[src/rtl/dsp_mac_sequencer_if.sv]
// rtl/dsp_mac_sequencer_if.sv - job, operand stream, slice and result signals of dsp_mac_sequencer
// r_ovf exists only when DSP_SEQ_OVF_FLAG_EN is defined.
interface dsp_mac_sequencer_if #(
  parameter int LEN_W = 8
);
  logic             start;
  logic [LEN_W-1:0] cfg_len;
  logic             busy;

  logic             s_valid;
  logic             s_ready;
  logic [17:0]      s_a;
  logic [17:0]      s_b;

  logic [17:0]      dsp_a;
  logic [17:0]      dsp_b;
  logic [7:0]       dsp_opmode;
  logic [47:0]      dsp_p_i;
  logic             dsp_cout_i;

  logic             r_valid;
  logic             r_ready;
  logic [47:0]      r_data;
`ifdef DSP_SEQ_OVF_FLAG_EN
  logic             r_ovf;
`endif

  modport master (
    input  start, cfg_len, s_valid, s_a, s_b, dsp_p_i, dsp_cout_i, r_ready,
`ifdef DSP_SEQ_OVF_FLAG_EN
    output r_ovf,
`endif
    output busy, s_ready, dsp_a, dsp_b, dsp_opmode, r_valid, r_data
  );

  modport slave (
    output start, cfg_len, s_valid, s_a, s_b, dsp_p_i, dsp_cout_i, r_ready,
`ifdef DSP_SEQ_OVF_FLAG_EN
    input  r_ovf,
`endif
    input  busy, s_ready, dsp_a, dsp_b, dsp_opmode, r_valid, r_data
  );
endinterface

[src/rtl/dsp_mac_sequencer.sv]
// rtl/dsp_mac_sequencer.sv - drives a DSP48A1-style slice as a multiply-accumulator, one 48-bit sum per job
// Optional sticky carry-out flag r_ovf when DSP_SEQ_OVF_FLAG_EN is defined.
module dsp_mac_sequencer #(
  parameter int LEN_W    = 8,
  parameter int PIPE_LAT = 3,
  parameter int OPM_DLY  = 1
) (
  input logic                clk,
  input logic                rst,
  dsp_mac_sequencer_if.master bus
);

  localparam int DRAIN_W = $clog2(PIPE_LAT + 2);

  localparam logic [7:0] OPM_CLEAR = 8'h01;
  localparam logic [7:0] OPM_ACCUM = 8'h09;
  localparam logic [7:0] OPM_HOLD  = 8'h08;

  typedef enum logic [1:0] {
    IDLE  = 2'd0,
    ACC   = 2'd1,
    DRAIN = 2'd2,
    HOLD  = 2'd3
  } state_t;

  state_t                      state;
  logic [LEN_W-1:0]            remain;
  logic [DRAIN_W-1:0]          drain_cnt;
  logic                        first;
  logic [OPM_DLY-1:0][7:0]     opm_line;
  logic [7:0]                  opm_pre;
  logic                        xfer;

  assign xfer = bus.s_valid && bus.s_ready;

  // Bubbles must not re-add the product still sitting in the slice M register.
  always_comb begin
    opm_pre = OPM_HOLD;
    if (xfer) begin
      opm_pre = first ? OPM_CLEAR : OPM_ACCUM;
    end
  end

`ifndef DSP_SEQ_OVF_FLAG_EN
  logic unused_cout;
  assign unused_cout = bus.dsp_cout_i;
`endif

  always_ff @(posedge clk) begin
    if (rst) begin
      state          <= IDLE;
      remain         <= '0;
      drain_cnt      <= '0;
      first          <= 1'b0;
      opm_line       <= '0;
      bus.dsp_opmode <= '0;
      bus.dsp_a      <= '0;
      bus.dsp_b      <= '0;
      bus.busy       <= 1'b0;
      bus.s_ready    <= 1'b0;
      bus.r_valid    <= 1'b0;
      bus.r_data     <= '0;
`ifdef DSP_SEQ_OVF_FLAG_EN
      bus.r_ovf      <= 1'b0;
`endif
    end else begin
      // Operands are registered once here; the extra opmode stages line it up with the slice M stage.
      opm_line[0] <= opm_pre;
      for (int i = 1; i < OPM_DLY; i++) begin
        opm_line[i] <= opm_line[i-1];
      end
      bus.dsp_opmode <= opm_line[OPM_DLY-1];

      case (state)
        IDLE: begin
          if (bus.start && (bus.cfg_len != '0)) begin
            state       <= ACC;
            remain      <= bus.cfg_len;
            first       <= 1'b1;
            bus.busy    <= 1'b1;
            bus.s_ready <= 1'b1;
`ifdef DSP_SEQ_OVF_FLAG_EN
            bus.r_ovf   <= 1'b0;
`endif
          end
        end

        ACC: begin
`ifdef DSP_SEQ_OVF_FLAG_EN
          bus.r_ovf <= bus.r_ovf | bus.dsp_cout_i;
`endif
          if (xfer) begin
            bus.dsp_a <= bus.s_a;
            bus.dsp_b <= bus.s_b;
            first     <= 1'b0;
            remain    <= remain - LEN_W'(1);
            if (remain == LEN_W'(1)) begin
              state       <= DRAIN;
              bus.s_ready <= 1'b0;
              drain_cnt   <= DRAIN_W'(PIPE_LAT + 1);
            end
          end
        end

        DRAIN: begin
`ifdef DSP_SEQ_OVF_FLAG_EN
          bus.r_ovf <= bus.r_ovf | bus.dsp_cout_i;
`endif
          if (drain_cnt == '0) begin
            state       <= HOLD;
            bus.r_data  <= bus.dsp_p_i;
            bus.r_valid <= 1'b1;
          end else begin
            drain_cnt <= drain_cnt - DRAIN_W'(1);
          end
        end

        HOLD: begin
          if (bus.r_valid && bus.r_ready) begin
            state       <= IDLE;
            bus.r_valid <= 1'b0;
            bus.busy    <= 1'b0;
          end
        end

        default: begin
          state       <= IDLE;
          bus.busy    <= 1'b0;
          bus.s_ready <= 1'b0;
          bus.r_valid <= 1'b0;
        end
      endcase
    end
  end

endmodule
[src/flat_wrapper.sv]
// flat-port wrapper written by rule: the top's interface ports become plain ports
module dsp_mac_sequencer_flat 
#(
  parameter int LEN_W    = 8,
  parameter int PIPE_LAT = 3,
  parameter int OPM_DLY  = 1
)
  (clk, rst, bus_start, bus_cfg_len, bus_s_valid, bus_s_a, bus_s_b, bus_dsp_p_i, bus_dsp_cout_i, bus_r_ready, bus_busy, bus_s_ready, bus_dsp_a, bus_dsp_b, bus_dsp_opmode, bus_r_valid, bus_r_data);
  dsp_mac_sequencer_if #(.LEN_W(LEN_W)) bus_i ();
  input logic clk;
  input logic rst;
  input wire logic [$bits(bus_i.start)-1:0] bus_start;
  input wire logic [$bits(bus_i.cfg_len)-1:0] bus_cfg_len;
  input wire logic [$bits(bus_i.s_valid)-1:0] bus_s_valid;
  input wire logic [$bits(bus_i.s_a)-1:0] bus_s_a;
  input wire logic [$bits(bus_i.s_b)-1:0] bus_s_b;
  input wire logic [$bits(bus_i.dsp_p_i)-1:0] bus_dsp_p_i;
  input wire logic [$bits(bus_i.dsp_cout_i)-1:0] bus_dsp_cout_i;
  input wire logic [$bits(bus_i.r_ready)-1:0] bus_r_ready;
  output wire logic [$bits(bus_i.busy)-1:0] bus_busy;
  output wire logic [$bits(bus_i.s_ready)-1:0] bus_s_ready;
  output wire logic [$bits(bus_i.dsp_a)-1:0] bus_dsp_a;
  output wire logic [$bits(bus_i.dsp_b)-1:0] bus_dsp_b;
  output wire logic [$bits(bus_i.dsp_opmode)-1:0] bus_dsp_opmode;
  output wire logic [$bits(bus_i.r_valid)-1:0] bus_r_valid;
  output wire logic [$bits(bus_i.r_data)-1:0] bus_r_data;
  assign bus_i.start = bus_start;
  assign bus_i.cfg_len = bus_cfg_len;
  assign bus_i.s_valid = bus_s_valid;
  assign bus_i.s_a = bus_s_a;
  assign bus_i.s_b = bus_s_b;
  assign bus_i.dsp_p_i = bus_dsp_p_i;
  assign bus_i.dsp_cout_i = bus_dsp_cout_i;
  assign bus_i.r_ready = bus_r_ready;
  assign bus_busy = bus_i.busy;
  assign bus_s_ready = bus_i.s_ready;
  assign bus_dsp_a = bus_i.dsp_a;
  assign bus_dsp_b = bus_i.dsp_b;
  assign bus_dsp_opmode = bus_i.dsp_opmode;
  assign bus_r_valid = bus_i.r_valid;
  assign bus_r_data = bus_i.r_data;
  dsp_mac_sequencer #(.LEN_W(LEN_W), .PIPE_LAT(PIPE_LAT), .OPM_DLY(OPM_DLY)) u_core (.clk(clk), .rst(rst), .bus(bus_i));
endmodule
[config.mk]
export PLATFORM = sky130hd
export DESIGN_NAME = dsp_mac_sequencer_flat
export DESIGN_NICKNAME = d
export VERILOG_FILES = /design/src/rtl/dsp_mac_sequencer_if.sv /design/src/rtl/dsp_mac_sequencer.sv /design/src/flat_wrapper.sv
export SDC_FILE = /design/constraint.sdc
export NUM_CORES = 1
export LEC_CHECK = 0
export ABC_AREA = 0
export CAP_MARGIN = 20
export CORE_AREA = 2 2 121 123
export CTS_CLUSTER_DIAMETER = 120
export CTS_CLUSTER_SIZE = 8
export DETAILED_ROUTE_END_ITERATION = 8
export DIE_AREA = 0 0 123 125
export GPL_ROUTABILITY_DRIVEN = 0
export GPL_TIMING_DRIVEN = 0
export SYNTH_ARGS = -nofsm -noshare
export SYNTH_HDL_FRONTEND = slang
export SYNTH_SLANG_ARGS = --single-unit
[constraint.sdc]
create_clock -name clk -period 1.9 [get_ports clk]
set_input_delay 0.19 -clock clk [delete_from_list [all_inputs] [get_ports clk]]
set_output_delay 0.19 -clock clk [all_outputs]
set_load 0.1 [all_outputs]
# Yosys cells after proc, flatten, opt, wreduce, memory -nomap -nowiden
# Index checks and enable logic that the tools add are counted.
[op_classes]
n_addsub = 2
bitwise_logic = 1
n_eq_ne = 10
mux = 25
n_reduce_logical = 19
[ops]
columns = ["operator", "n"]
rows = [
  ["8-bit 2-to-1 mux", 2],
  ["8-bit case mux with 2 select lines", 1],
  ["2-bit 2-to-1 mux", 5],
  ["2-bit by 1-bit inequality test with 1-bit output, second input constant", 5],
  ["3-bit 2-to-1 mux", 3],
  ["3-bit AND reduction", 3],
  ["8-bit by 1-bit == test with 1-bit output, second input constant", 1],
  ["4-bit 2-to-1 mux", 2],
  ["1-bit case mux with 2 select lines", 4],
  ["2-bit case mux with 4 select lines", 1],
  ["4-bit AND reduction", 2],
  ["2-bit nonzero test", 4],
  ["8-bit nonzero test", 1],
  ["8-bit by 1-bit subtractor with 8-bit output, second input constant", 1],
  ["1-bit 2-to-1 mux", 6],
  ["3-bit case mux with 2 select lines", 1],
  ["5-bit AND reduction", 1],
  ["2-bit == test, second input constant", 2],
  ["2-bit AND reduction", 2],
  ["1-bit logical AND", 3],
  ["3-bit zero test", 1],
  ["3-bit by 1-bit subtractor with 3-bit output, second input constant", 1],
  ["2-bit by 1-bit == test with 1-bit output, second input constant", 1],
  ["2-bit zero test", 1],
  ["other kinds (3)", 3],
]
[totals]
output_inout_bits = 95
register_bits = 117
inputBits = 98

# Depth between registers and ports, before layout
# Gate-level depths: netlist (run 1).
[depth]
word_depth = 4
depth_mapped = 8
depth_no_buf = 6

# Worst setup path after synthesis (run 1)
# OpenSTA, ideal clock, no wires.
[synth_timing]
path_type = "register to register"
start = "reg u_core.bus.s_ready"
end = "reg u_core.remain[1]"
period_less_slack_ns = 2.290
n_path_buf = 1
slack_ns = -0.390
path_stages_with_launch = 6
arrival_time_ns = 2.169
cell_sequence = "dfxtp_1 nand3_2 o2bb2ai_1 or2_1 buf_2 o311a_1"
[synth_via]
elab_chain_len = 3
[synth_lines]
columns = ["element", "line", "text"]
rows = [
  ["from (decl)", "dsp_mac_sequencer_if.sv:33", "output busy, s_ready, dsp_a, dsp_b, dsp_opmode, r_valid, r_data"],
  ["from (signal assigned)", "dsp_mac_sequencer.sv:60", "bus.s_ready <= 1'b0;"],
  ["from (signal assigned)", "dsp_mac_sequencer.sv:81", "bus.s_ready <= 1'b1;"],
  ["from (signal assigned)", "dsp_mac_sequencer.sv:99", "bus.s_ready <= 1'b0;"],
  ["1-bit logical AND", "dsp_mac_sequencer.sv:34", "assign xfer = bus.s_valid && bus.s_ready;"],
  ["2-bit by 1-bit inequality test with 1-bit output (no source line)", "--", ""],
  ["3-bit AND reduction (no source line)", "--", ""],
  ["to (signal assigned)", "dsp_mac_sequencer.sv:78", "remain <= bus.cfg_len;"],
  ["to (signal assigned)", "dsp_mac_sequencer.sv:96", "remain <= remain - LEN_W'(1);"],
  ["to (decl)", "dsp_mac_sequencer.sv:27", "logic [LEN_W-1:0] remain;"],
]
# No other way between the ends.
# A chain may end at the register's enable or synchronous reset.

# Final worst setup path (run 1)
[layout_timing]
start = "reg u_core.bus.s_ready"
end = "out bus_s_ready"
[layout_lines]
columns = ["element", "line", "text"]
rows = [
  ["to (decl)", "flat_wrapper.sv:21", "output wire logic [$bits(bus_i.s_ready)-1:0] bus_s_ready;"],
]
# No word-level cell between the ends.

==> results.cfg, run 1 <==
[setup_path]
critPathBufInv = 1
cp_slowest_stage_delay_ns = 0.88
crit_fanout = 5
path_delay_family = buffers and inverters
cp-start-kind = flip-flop
end_kind = output port
path_cells = dlygate4sd2_1
arrival_ns = 1.61
critPathKind = flip-flop to output port
critPathSlowestCell = dlygate4sd2_1
worstPathRequired_ns = 1.71

[finish]
final_area_um2 = 6530
fin_nets = 828
filler_cell_count = 1388
area.growth.synth_to_final_pct = 57.7
drive_above_1_share_pct = 7.16
n_antenna_cell = 0
fin_util_pct = 46.0

[hold_path]
hp-class = input pin to flip-flop

[clock_tree]
cts_tree = yes
clockRootBuffer = clkbuf_16
htree_levels = 3
cts_buffers = 9
clkLatencyLatePin_ns = 0.35
cts_sinks = 105
clk_path_buf_depth = 2
clkTransAtPathRegs_ns = 0.07
hold_buffers = 0

[floorplanning]
die_height_um = 125
core_area_um2 = 14200
placementRows = 44
die_w_um = 123
ioPinCount = 193
dieArea_um2 = 15400
start_util_pct = 29.1

[routing]
post-route-drc-count = 0
dr_total_vias = 4193
drt_iter0_markers = 205
dr.pass1.iters = 4
routed_via_density = 4.61
ant_nets = 0
routedWlPerCell_um = 13.8
wl_mm = 12.6

[flow_run]
maxCapViolations = 0

[sta]
finalCritPeriodShare_pct = 94.9
setup_tns_ns = 0
relSlewSlack_pct = 32.0
final.setup_skew_ns = 0.00666
setup_violations = 0
max_freq_mhz = 555
finalHoldViolCount = 0
fin_crit_ns = 1.80
worst_pin_slew_ns = 1.02
grt_setup_unrepaired = no
drv_slew = 0

[yosys]
synth.avg_cell_area_um2 = 7.98
synth_top_area_cell = dfxtp_1
synth_edf_count = 0
synth_top_area_share_pct = 50.8
synth-seq-area-share_pct = 50.8
syn_area_um2 = 4140
synth_ff_type = dfxtp_1
synth_seq_cells = 105
synthArstFlopShare_pct = 0
ys_top_cells_by_area = dfxtp_1, nand2_1, a21oi_1
ys_types = 44
synth_cells = 519
yosysWarningCount = 0

[place]
hpwl_mm = 9.39
postPlaceCellArea_um2 = 6230
io_buffers = 184

[global_routing]
overflow = 0
antenna_found_initial = 0
grt_util_all_layers_pct = 16.1
grt_max_degree = 18
grt_pass1_wl_mm = 19.6
grt_pass1_vias = 3963

[power]
p_sw_uw = 4240
pwr-share-comb_pct = 46.6
clock_power_share_pct = 22.1
p_seq_share_pct = 31.3
internal_power_uw = 4820
leakagePower_uw = 0.00275
ir_worst_vdd_mv = 0.737
p_sw_share_pct = 46.8
power_density_nw_per_um2 = 1390

[status]
status = finished clean
==> power groups by stage <==
| stage | combinational, uW | sequential, uW | clock (uW) |
|---|---|---|---|
| final | 4220 | 2830 | 2000 |
| after global routing | 4480 | 2890 | 2170 |
| after CTS | 4190 | 2820 | 2070 |
| after detailed placement | 4280 | 2870 | 0 |
| after global placement | 4220 | 2860 | 0 |
| after floorplan | 1400 | 4620 | 0 |
==> worst paths after layout <==
path | cells after the start | startpoint | slack, ns | end
worst min-delay path | 3 | bus_dsp_p_i[35] | 0.38 | u_core.bus.r_data[35]$_SDFFE_PP0P_
worst max-delay path | 1 | u_core.bus.s_ready$_SDFFE_PP0P_ | 0.1 | bus_s_ready
worst max register to register | 7 | u_core.state[0]$_SDFFE_PP0P_ | 0.1 | u_core.remain[1]$_SDFFE_PP0P_
worst min register to register | 1 | u_core.first$_SDFFE_PP0P_ | 0.43 | u_core.opm_line[3]$_SDFF_PP0_
==> cells by family (layout without fill, tap and decap cells) <==
| logic type | count (synthesis) | in the layout | synth area share (%) |
|---|---|---|---|
| simple gates | 216 | 216 | 22.0 |
| flops | 105 | 105 | 50.8 |
| buf+inv | 54 | 256 | 5.56 |
| fa+ha+maj | 9 | 9 | 2.72 |
| compound gates | 131 | 131 | 18.1 |
| mux | 3 | 3 | 0.725 |
| other cells | 1 | 6 | 0.0906 |
==> stage by stage <==
step | worst slack [ns] | hold WS, ns | power [uW] | std cells
after floorplan | 0.0000977 | 0.326 | 6030 | 524
after global placement | -0.152 | 0.418 | 7080 | 892
after detailed placement | -0.236 | 0.422 | 7160 | 892
after CTS | 0.00408 | 0.361 | 9080 | 909
after global routing | 0.0190 | 0.373 | 9540 | 910
final | 0.0967 | 0.379 | 9060 | 910
==> sequential cells by signal, summed over array words and instances, names as in the netlist <==
register and count:
u_core.bus.r_data 48, u_core.bus.dsp_opmode 2, u_core.bus.dsp_b 18, u_core.state 2, u_core.bus.dsp_a 18, u_core.remain 8, u_core.drain_cnt 3, u_core.opm_line 2
u_core.bus.busy 1, u_core.first 1, u_core.bus.r_valid 1, u_core.bus.s_ready 1
==> layout make-up <==
| cell class | instances | area (um^2) | share of cell area, % |
|---|---|---|---|
| Multi-Input combinational cell | 365 | 1870 | 28.6 |
| Clock inverter | 6 | 90.1 | 1.38 |
| Buffer | 40 | 203 | 3.11 |
| Tap cell | 184 | 230 | 3.53 |
| Sequential cell | 105 | 2110 | 32.3 |
| Inverter | 13 | 48.8 | 0.748 |
| Timing Repair Buffer | 187 | 1750 | 26.9 |
| Clock buffer | 10 | 229 | 3.51 |
==> synthesized netlist by cell type (3+ instances only) <==
cell / n
dfxtp_1: 105
buf_2: 4
nor2b_1: 6
o311ai_0: 6
inv_1: 13
buf_1: 5
nor3_1: 4
o31ai_1: 8
o21ai_0: 6
and2_1: 3
buf_4: 6
nand2_1: 175
a21oi_1: 97
nor2_1: 9
mux2i_1: 3
clkbuf_1: 26
ha_1: 9
and3_1: 3
==> cells in the final DEF (no fill, tap or decap), types with 4 or more instances in the layout <==
master           instances
nand2_1                175
clkbuf_2                 4
buf_1                    5
clkbuf_16                9
o21ai_0                  6
conb_1                   6
buf_2                    5
dfxtp_1                102
inv_1                   11
a21oi_1                 97
clkbuf_1                17
clkdlybuf4s50_1         95
o31ai_1                  8
dlygate4sd2_1           89
o311ai_1                 5
nor2_1                   9
ha_1                     7
buf_4                    9
nor3_1                   4
nor2b_1                  5
==> per-layer routing <==
| metal | wire (um) | global-route usage (%) | vias up | share of wire (%) |
|---|---|---|---|---|
| li1 | - | - | 2117 | - |
| met3 | 870 | 4.24 | 22 | 6.9 |
| met5 | 0 | 0 | - | 0 |
| met2 | 5840 | 25.8 | 128 | 46 |
| met1 | 5510 | 19.9 | 1926 | 44 |
| met4 | 368 | 8.09 | 0 | 2.9 |
==> tightest hold or removal path, stage by stage <==
cell,delay (ns)
clkdlybuf4s50_1,0.39
nand2_1,0.05
a21oi_1,0.05
==> repair_timing <==
item	CTS	global route
buffers inserted	1	2
gates resized for setup	104	20
pin swaps	1	0
setup endpoints to repair	150	56
Power figures use the tool's default switching activity.
==> inputs of run 2 (changes only) <==
--- a/config.mk
+++ b/config.mk
@@ -13,7 +13,6 @@
 export DETAILED_ROUTE_END_ITERATION = 8
 export DIE_AREA = 0 0 123 125
 export GPL_ROUTABILITY_DRIVEN = 0
-export GPL_TIMING_DRIVEN = 0
 export SYNTH_ARGS = -nofsm -noshare
 export SYNTH_HDL_FRONTEND = slang
 export SYNTH_SLANG_ARGS = --single-unit
==> run 2 against run 1 <==
Against the previous run:
- wire length is 6.1% lower
- clock power rose by 4%
- worst setup slack improved by 0.037 ns
- via count decreased by 2.7%
- combinational power increased by 2%
- clock skew increased by 0.00081 ns
- worst hold slack got worse by 0.17 ns
- sequential power is essentially flat
- sequential share of layout area rose by 0.97 points
- non-clock buffer count decreased by 29
- largest power group unchanged
==> results.cfg, run 2 (synthesis results as in run 1) <==
[finish]
final_cell_mix = nand2_1, dfxtp_1, buf_4
drive_above_1_share_pct = 18.8
area.growth.synth_to_final_pct = 52.9
fin_nets = 799
n_antenna_cell = 0
final_cells = 880
largest_register_ffs = 48
top_regs = u_core.bus.r_data (48), u_core.bus.dsp_a (18), u_core.bus.dsp_b (18)
final_common_cell = nand2_1
regMostFlops = u_core.bus.r_data
final_area_um2 = 6330

[sta]
drv_slew = 0
max_freq_mhz = 566
finalCritPeriodShare_pct = 93.0
setup_violations = 0
fin_crit_ns = 1.77
setup_slack_ns = 0.133
finalHoldViolCount = 0
grt_setup_unrepaired = no
final.setup_skew_ns = 0.00747

[setup_path]
critPathBufInv = 1
path_delay_family = simple AND/OR/NAND/NOR gates
path_depth = 6
critPathKind = flip-flop to flip-flop
critPathSlowestCell = or4b_1
arrival_ns = 2.04
path_cells = inv_1 > ha_1 > and3_1 > a41oi_4 > or4b_1 > a21oi_1
crit_fanout = 5
end_kind = flip-flop
r2r_cells = 6
cp_slowest_stage_delay_ns = 0.50
worstPathRequired_ns = 2.17
cp-start-kind = flip-flop

[global_routing]
grt_pass1_vias = 3976
antenna_found_initial = 0
overflow = 0
grt_pass1_wl_mm = 18.8
grt_max_degree = 80
grt_util_all_layers_pct = 15.2

[routing]
dr.pass1.iters = 5
routedWlPerCell_um = 13.4
drt_iter0_markers = 256
post-route-drc-count = 0
ant_nets = 0
routed_via_density = 4.64
dr_total_vias = 4080
wl_mm = 11.8

[floorplanning]
die_w_um = 123
placementRows = 44
core_area_um2 = 14200
die_height_um = 125
ioPinCount = 193
start_util_pct = 29.1
dieArea_um2 = 15400

[status]
status = finished clean

[clock_tree]
htree_levels = 3
hold_buffers = 0
cts_tree = yes
clk_path_buf_depth = 2
cts_setup_buffers = 0
clkTransAtPathRegs_ns = 0.07
cts_sinks = 105
cts_buffers = 9
clkLatencyLatePin_ns = 0.34
clockRootBuffer = clkbuf_16

[power]
clock_power_share_pct = 22.6
leakagePower_uw = 0.00247
p_seq_share_pct = 30.8
power_density_nw_per_um2 = 1460
internal_power_uw = 5050
p_sw_uw = 4180
pwr-share-comb_pct = 46.5
ir_worst_vdd_mv = 0.589
p_sw_share_pct = 45.3

[place]
postPlaceCellArea_um2 = 5970
io_buffers = 185
post-place-ws_ns = -0.199
dp.cells = 865
hpwl_mm = 8.45

[hold_path]
hp-class = input pin to flip-flop
holdPathStages = 2

[flow_run]
maxCapViolations = 0
[run 2: final timing paths]
check / start / end / slack, ns
max reg2reg: u_core.state[1]$_SDFFE_PP0P_ / u_core.drain_cnt[0]$_SDFFE_PP0P_ / 0.13
min: rst / u_core.bus.r_data[14]$_SDFFE_PP0P_ / 0.21
min reg2reg: u_core.opm_line[3]$_SDFF_PP0_ / u_core.bus.dsp_opmode[3]$_SDFF_PP0_ / 0.44
max: u_core.state[1]$_SDFFE_PP0P_ / u_core.drain_cnt[0]$_SDFFE_PP0P_ / 0.13
[run 2: through the flow]
stage,setup TNS (ns),power [uW],utilization [%],hold slack (ns)
after CTS,0,9270,44.4,0.200
after detailed placement,-1.71,7160,42.1,0.426
after global placement,-1.13,7070,42.1,0.420
after global routing,0,9720,44.6,0.220
final,0,9230,44.6,0.206
after floorplan,0,6030,-,0.326
[run 2: power groups by stage]
stage | sequential (uW) | clock [uW] | combinational (uW)
2_1_floorplan | 4620 | 0 | 1400
3_3_place_gp | 2870 | 0 | 4200
3_5_place_dp | 2890 | 0 | 4270
4_1_cts | 2840 | 2160 | 4270
5_1_grt | 2900 | 2240 | 4580
6_report | 2850 | 2090 | 4290
[run 2: per-layer routing]
layer / global-route usage, % / routed length, um / share of wire (%) / vias to the layer above
met5: 0 / 0 / 0 / -
li1: - / - / - / 2054
met1: 18.6 / 4980 / 42 / 1888
met4: 6.68 / 260 / 2.2 / 0
met3: 3.74 / 837 / 7.1 / 14
met2: 25.2 / 5750 / 49 / 124
[run 2: worst reg2reg max path: cells and delay by family (launching register included)]
| family | cells | cell delay (ns) |
|---|---|---|
| AO/OA/AOI/OAI | 2 | 0.29 |
| adder cells (fa/ha/maj) | 1 | 0.22 |
| buffers and inverters | 1 | 0.10 |
| flip-flops | 1 | 0.34 |
| AND/OR/NAND/NOR | 2 | 0.75 |
[run 2: timing repair]
item,in CTS,in global routing
setup endpoints to repair,0,6
endpoints found under the hold margin,0,0
gates resized for setup,0,6
[run 2: final cells by class]
class	count	area, um^2
clock buffer	10	229
clock inverter	5	104
fill	1430	7870
inverter	13	48.8
multi-input combinational	365	1850
sequential	105	2100
tap	184	230
timing repair buffer	198	1760
==> RTL change 1 (flow settings as in run 1) <==
`PIPE_LAT` is set to 3 in 2 places; all go to 2.
--- a/src/rtl/dsp_mac_sequencer.sv
+++ b/src/rtl/dsp_mac_sequencer.sv
@@ -3,5 +3,5 @@
 module dsp_mac_sequencer #(
   parameter int LEN_W    = 8,
-  parameter int PIPE_LAT = 3,
+  parameter int PIPE_LAT = 2,
   parameter int OPM_DLY  = 1
 ) (
--- a/src/flat_wrapper.sv
+++ b/src/flat_wrapper.sv
@@ -3,5 +3,5 @@
 #(
   parameter int LEN_W    = 8,
-  parameter int PIPE_LAT = 3,
+  parameter int PIPE_LAT = 2,
   parameter int OPM_DLY  = 1
 )
Formal check against the unedited RTL: not equivalent (a bounded check fails within 10 cycles, from zero or initial values and one cycle with rst high).
==> RTL change 1 against run 1 <==
Setup slack got worse by 0.042 ns; largest power group unchanged; total power grew 0.44%; area after synthesis decreased by 1.4%; fmax fell by 2.3%; sequential cell count fell by 1; non-clock buffer count is 1 lower; sequential share of layout area is essentially flat; largest cell class unchanged; clock power down 3%; die area is the same; wire length up 0.54%; final area decreased by 0.82%; global-route usage grew 0.35 points.
==> RTL change 1: results (changes against run 1) <==
FF-to-FF setup slack 0.05 ns (-0.04 ns); Root Driver clkbuf_16; total wire length 12,700 um (+0.54%); LEAKAGE 2.71 nW (-1.2%); postcts setup bufs 0 (-1); sequential-to-total area share from yosys stat 51.0% (+0.21 points); peak supply drop 0.000944 V (+28%); grt met3 use 5.75% (+1.5 points); share of the synthesized area in the top cell type 51.0% (+0.21 points); Worst path slowest cell dfxtp_4; final hold slack 0.391 ns (+0.0121 ns); DR iter-0 viols 176 (-14%); PortBufs 185 (+0.54%); number of global-route vias before repair 4,210 (+6.2%); max incr delay on CP 0.38 ns (-0.50 ns); metal3 WL 1030 um (+19%); Worst setup EP type flip-flop; detailed-route vias per instance 4.61 (about the same); hold endpoint u_core.bus.r_data[10]; Layout Nets 818 (-1.2%); post-placement cell area 0.00619 mm2 (-0.72%); Overall Global Routing Usage 16.5% (+0.35 points); Post-CTS Resized 108 (+3.8%); WL met2 6060 um (+3.7%); synthesized area per cell 8.01 um2 (+0.38%); Crit Path Max Fanout 8 (+3); Cell Count Post-Placement 884 (-0.90%); Synth area leaders dfxtp_1, nand2_1, a21oi_1; largest net degree at the start of global routing 16 (-2); status finished, final reports clean; global-route wire length before repair 20,400 um (+3.8%); hold_sp bus_dsp_p_i[10]; grt met1 use 19.4% (-0.50 points); Setup WS pre-CTS -0.450 ns (-0.214 ns); cell family with most CP delay compound AO/OA/AOI/OAI gates; HPWL Detailed 9530 um (+1.5%); relative slew slack 33.1% (+1.1 points); Synth cell types 42 (-4.5%); Clock Skew 0.00712 ns (+0.000457 ns); wire length on met1 5350 um (-2.8%); Worst R2R Path Depth 6 (-1); layout cell share with drive strength beyond 1 8.23% (+1.1 points); Max Freq 542 MHz (-2.3%); vias 4,152 (-0.98%); Post-synth top cells nand2_1, dfxtp_1, a21oi_1, clkbuf_1, inv_1; worst hold path class in2reg; met2 GRT Util 27.7% (+1.9 points); CP Data Arrival Time 2.08 ns (+0.47 ns); R2R Path End u_core.state[0]
RTL change 1: changes by cell type after synthesis, sizes merged, moves of 3 or more:
cell    before  now
nand2      175  180
buf         15   11
clkbuf      26   29
o21ai        7    3
RTL change 1: cell families after synthesis:
| family | count (synthesis) | share of synthesized area (%) |
|---|---|---|
| simple gates | 214 | 21.9 |
| mux | 2 | 0.490 |
| buf+inv | 51 | 5.61 |
| fa+ha+maj | 8 | 2.45 |
| flops | 104 | 51.0 |
| other cells | 1 | 0.0918 |
| compound gates | 130 | 18.5 |
RTL change 1: layout make-up:
cell class	instances	area (um2)
timing repair buffer	187	1760
clock buffer	14	284
inverter	11	41.3
buffer	39	206
multi-input combinational	360	1830
tap	184	230
fill	1468	7730
sequential	104	2090
clock inverter	2	35.0
RTL change 1: where the power goes:
group          internal [mW]  leakage (nW)  total (mW)  switching [mW]
clock                   1.16         0.159        1.95           0.789
sequential              2.57         0.845        2.85           0.279
combinational           1.19          1.71        4.30            3.11
total                   4.92          2.71        9.10            4.18
==> RTL change 2 (flow settings as in run 1) <==
Made on the original files. Re-encode `state_t` (4 states) as one-hot, 4 bits wide.
--- a/src/rtl/dsp_mac_sequencer.sv
+++ b/src/rtl/dsp_mac_sequencer.sv
@@ -17,9 +17,9 @@
   localparam logic [7:0] OPM_HOLD  = 8'h08;
 
-  typedef enum logic [1:0] {
-    IDLE  = 2'd0,
-    ACC   = 2'd1,
-    DRAIN = 2'd2,
-    HOLD  = 2'd3
+  typedef enum logic [3:0] {
+    IDLE  = 4'b0001,
+    ACC   = 4'b0010,
+    DRAIN = 4'b0100,
+    HOLD  = 4'b1000
   } state_t;
 
Check against the original RTL: no difference found for any inputs over 10 cycles, from zero or initial values and one cycle with rst high; not proved beyond that.
==> RTL change 2 against run 1 <==
Fmax is 2.7% lower; final area rose by 2.4%; wire length increased by 5.9%; area after synthesis up 4.5%; setup slack got worse by 0.050 ns; first-iteration DRC count increased by 21%; sequential cell count rose by 2; critical endpoint is now u_core.bus.dsp_a[7].
Power is not compared: it rests on default switching activity, and its combinational part moved more than twofold at a synthesized area within 25%.
==> RTL change 2: results (changes against run 1) <==
Setup WS pre-CTS -0.162 ns (+0.0744 ns); adder-cell share of the synthesized area 1.16% (-1.6 points); worst hold path class in2reg; R2R Path End u_core.bus.dsp_a[7]; Overall Global Routing Usage 17.1% (+0.94 points); detailed-route vias per instance 4.59 (-0.32%); WL/cell 14.5 um (+4.6%); top sig layer met4; Synth area leaders dfxtp_1, nand2_1, a21oi_1; max incr delay on CP 0.55 ns (-0.33 ns); wire length on met1 5780 um (+4.8%); Synth cell types 55 (+25%); multiplexer area fraction after synthesis 0.463% (-0.26 points); Synth Area in Compound Gates 18.4% (+0.23 points); Worst path slowest cell or4b_4; hold_sp rst; synthesized area per cell 8.18 um2 (+2.5%); vias 4,230 (+0.88%); Synth Area in XOR/XNOR 0.607% (+0.61 points); global-route wire length before repair 20,700 um (+5.4%); Layout Nets 834 (+0.72%); status finished, final reports clean; metal3 WL 671 um (-23%); ANT cells 0 (unchanged); initial antenna violation count 0 (unchanged); sequential-to-total area share from yosys stat 49.5% (-1.3 points); relative slew slack 32.2% (+0.21 points); cell family with most CP delay simple AND/OR/NAND/NOR gates; Crit Path Max Fanout 10 (+5); Clock Skew 0.00602 ns (-0.000641 ns); H-tree Lvls 3 (unchanged); post-placement cell area 0.00642 mm2 (+3.0%); HPWL Detailed 9940 um (+5.8%); FF-to-FF setup slack 0.05 ns (-0.05 ns); hold endpoint u_core.remain[6]; yosys warns 0 (unchanged); Root Driver clkbuf_16; Cell Count Post-Placement 902 (+1.1%); CTS buffer count 9 (unchanged); layout cell share with drive strength beyond 1 8.28% (+1.1 points); number of global-route vias before repair 4,129 (+4.2%); largest net degree at the start of global routing 20 (+2); Worst R2R Path Depth 6 (-1); final hold slack 0.327 ns (-0.0513 ns); WL met2 6580 um (+13%); DR iter-0 viols 249 (+21%); FF-to-FF Start u_core.state[2]; # fillers 1,428 (+2.9%); CP Data Arrival Time 2.14 ns (+0.53 ns); Post-synth top cells nand2_1, dfxtp_1, a21oi_1, clkbuf_1
## RTL change 2: what timing repair did
action | in CTS | in global routing
setup endpoints to repair | 129 | 56
pin swaps | 0 | 1
gates resized for setup | 91 | 12
buffers inserted | 0 | 4
## RTL change 2: how the worst max path moves through the flow
| stage | startpoint | end | slack [ns] | cells past startpoint |
|---|---|---|---|---|
| 2_1_floorplan | u_core.bus.s_ready | u_core.bus.dsp_a[0] | 0.20 | 6 |
| 3_3_place_gp | bus_cfg_len[2] | u_core.remain[6] | -0.17 | 6 |
| 3_5_place_dp | bus_s_valid | u_core.bus.dsp_a[7] | -0.16 | 7 |
| 4_1_cts | u_core.state[1] | u_core.drain_cnt[0] | 0.03 | 6 |
| 5_1_grt | u_core.state[2] | u_core.bus.dsp_a[13] | -0.03 | 6 |
| 6_report | u_core.state[2] | u_core.bus.dsp_a[7] | 0.05 | 6 |
## RTL change 2: final cells by class
| cell class | count | area [um2] | share of cell area (%) |
|---|---|---|---|
| Sequential cell | 107 | 2140 | 32.1 |
| Multi-Input combinational cell | 376 | 1960 | 29.2 |
| Timing Repair Buffer | 188 | 1760 | 26.3 |
| Clock buffer | 12 | 267 | 3.99 |
| Buffer | 43 | 246 | 3.69 |
| Tap cell | 184 | 230 | 3.44 |
| Clock inverter | 4 | 56.3 | 0.842 |
| Inverter | 7 | 26.3 | 0.393 |
## RTL change 2: layer usage
layer,vias up,track usage [%]
met5,-,0
met4,0,7.89
met3,20,3.42
met2,118,29.2
met1,1928,20.4
li1,2164,-
## RTL change 2: kinds of logic (layout without fill, tap and decap cells)
kind of cell,count (synthesis),after routing
AND/OR/NAND/NOR,227,227
AO/OA/AOI/OAI,134,134
flip-flops,107,107
buffers and inverters,51,254
adder cells (fa/ha/maj),4,4
XOR/XNOR,3,3
multiplexers,2,2
other,1,6
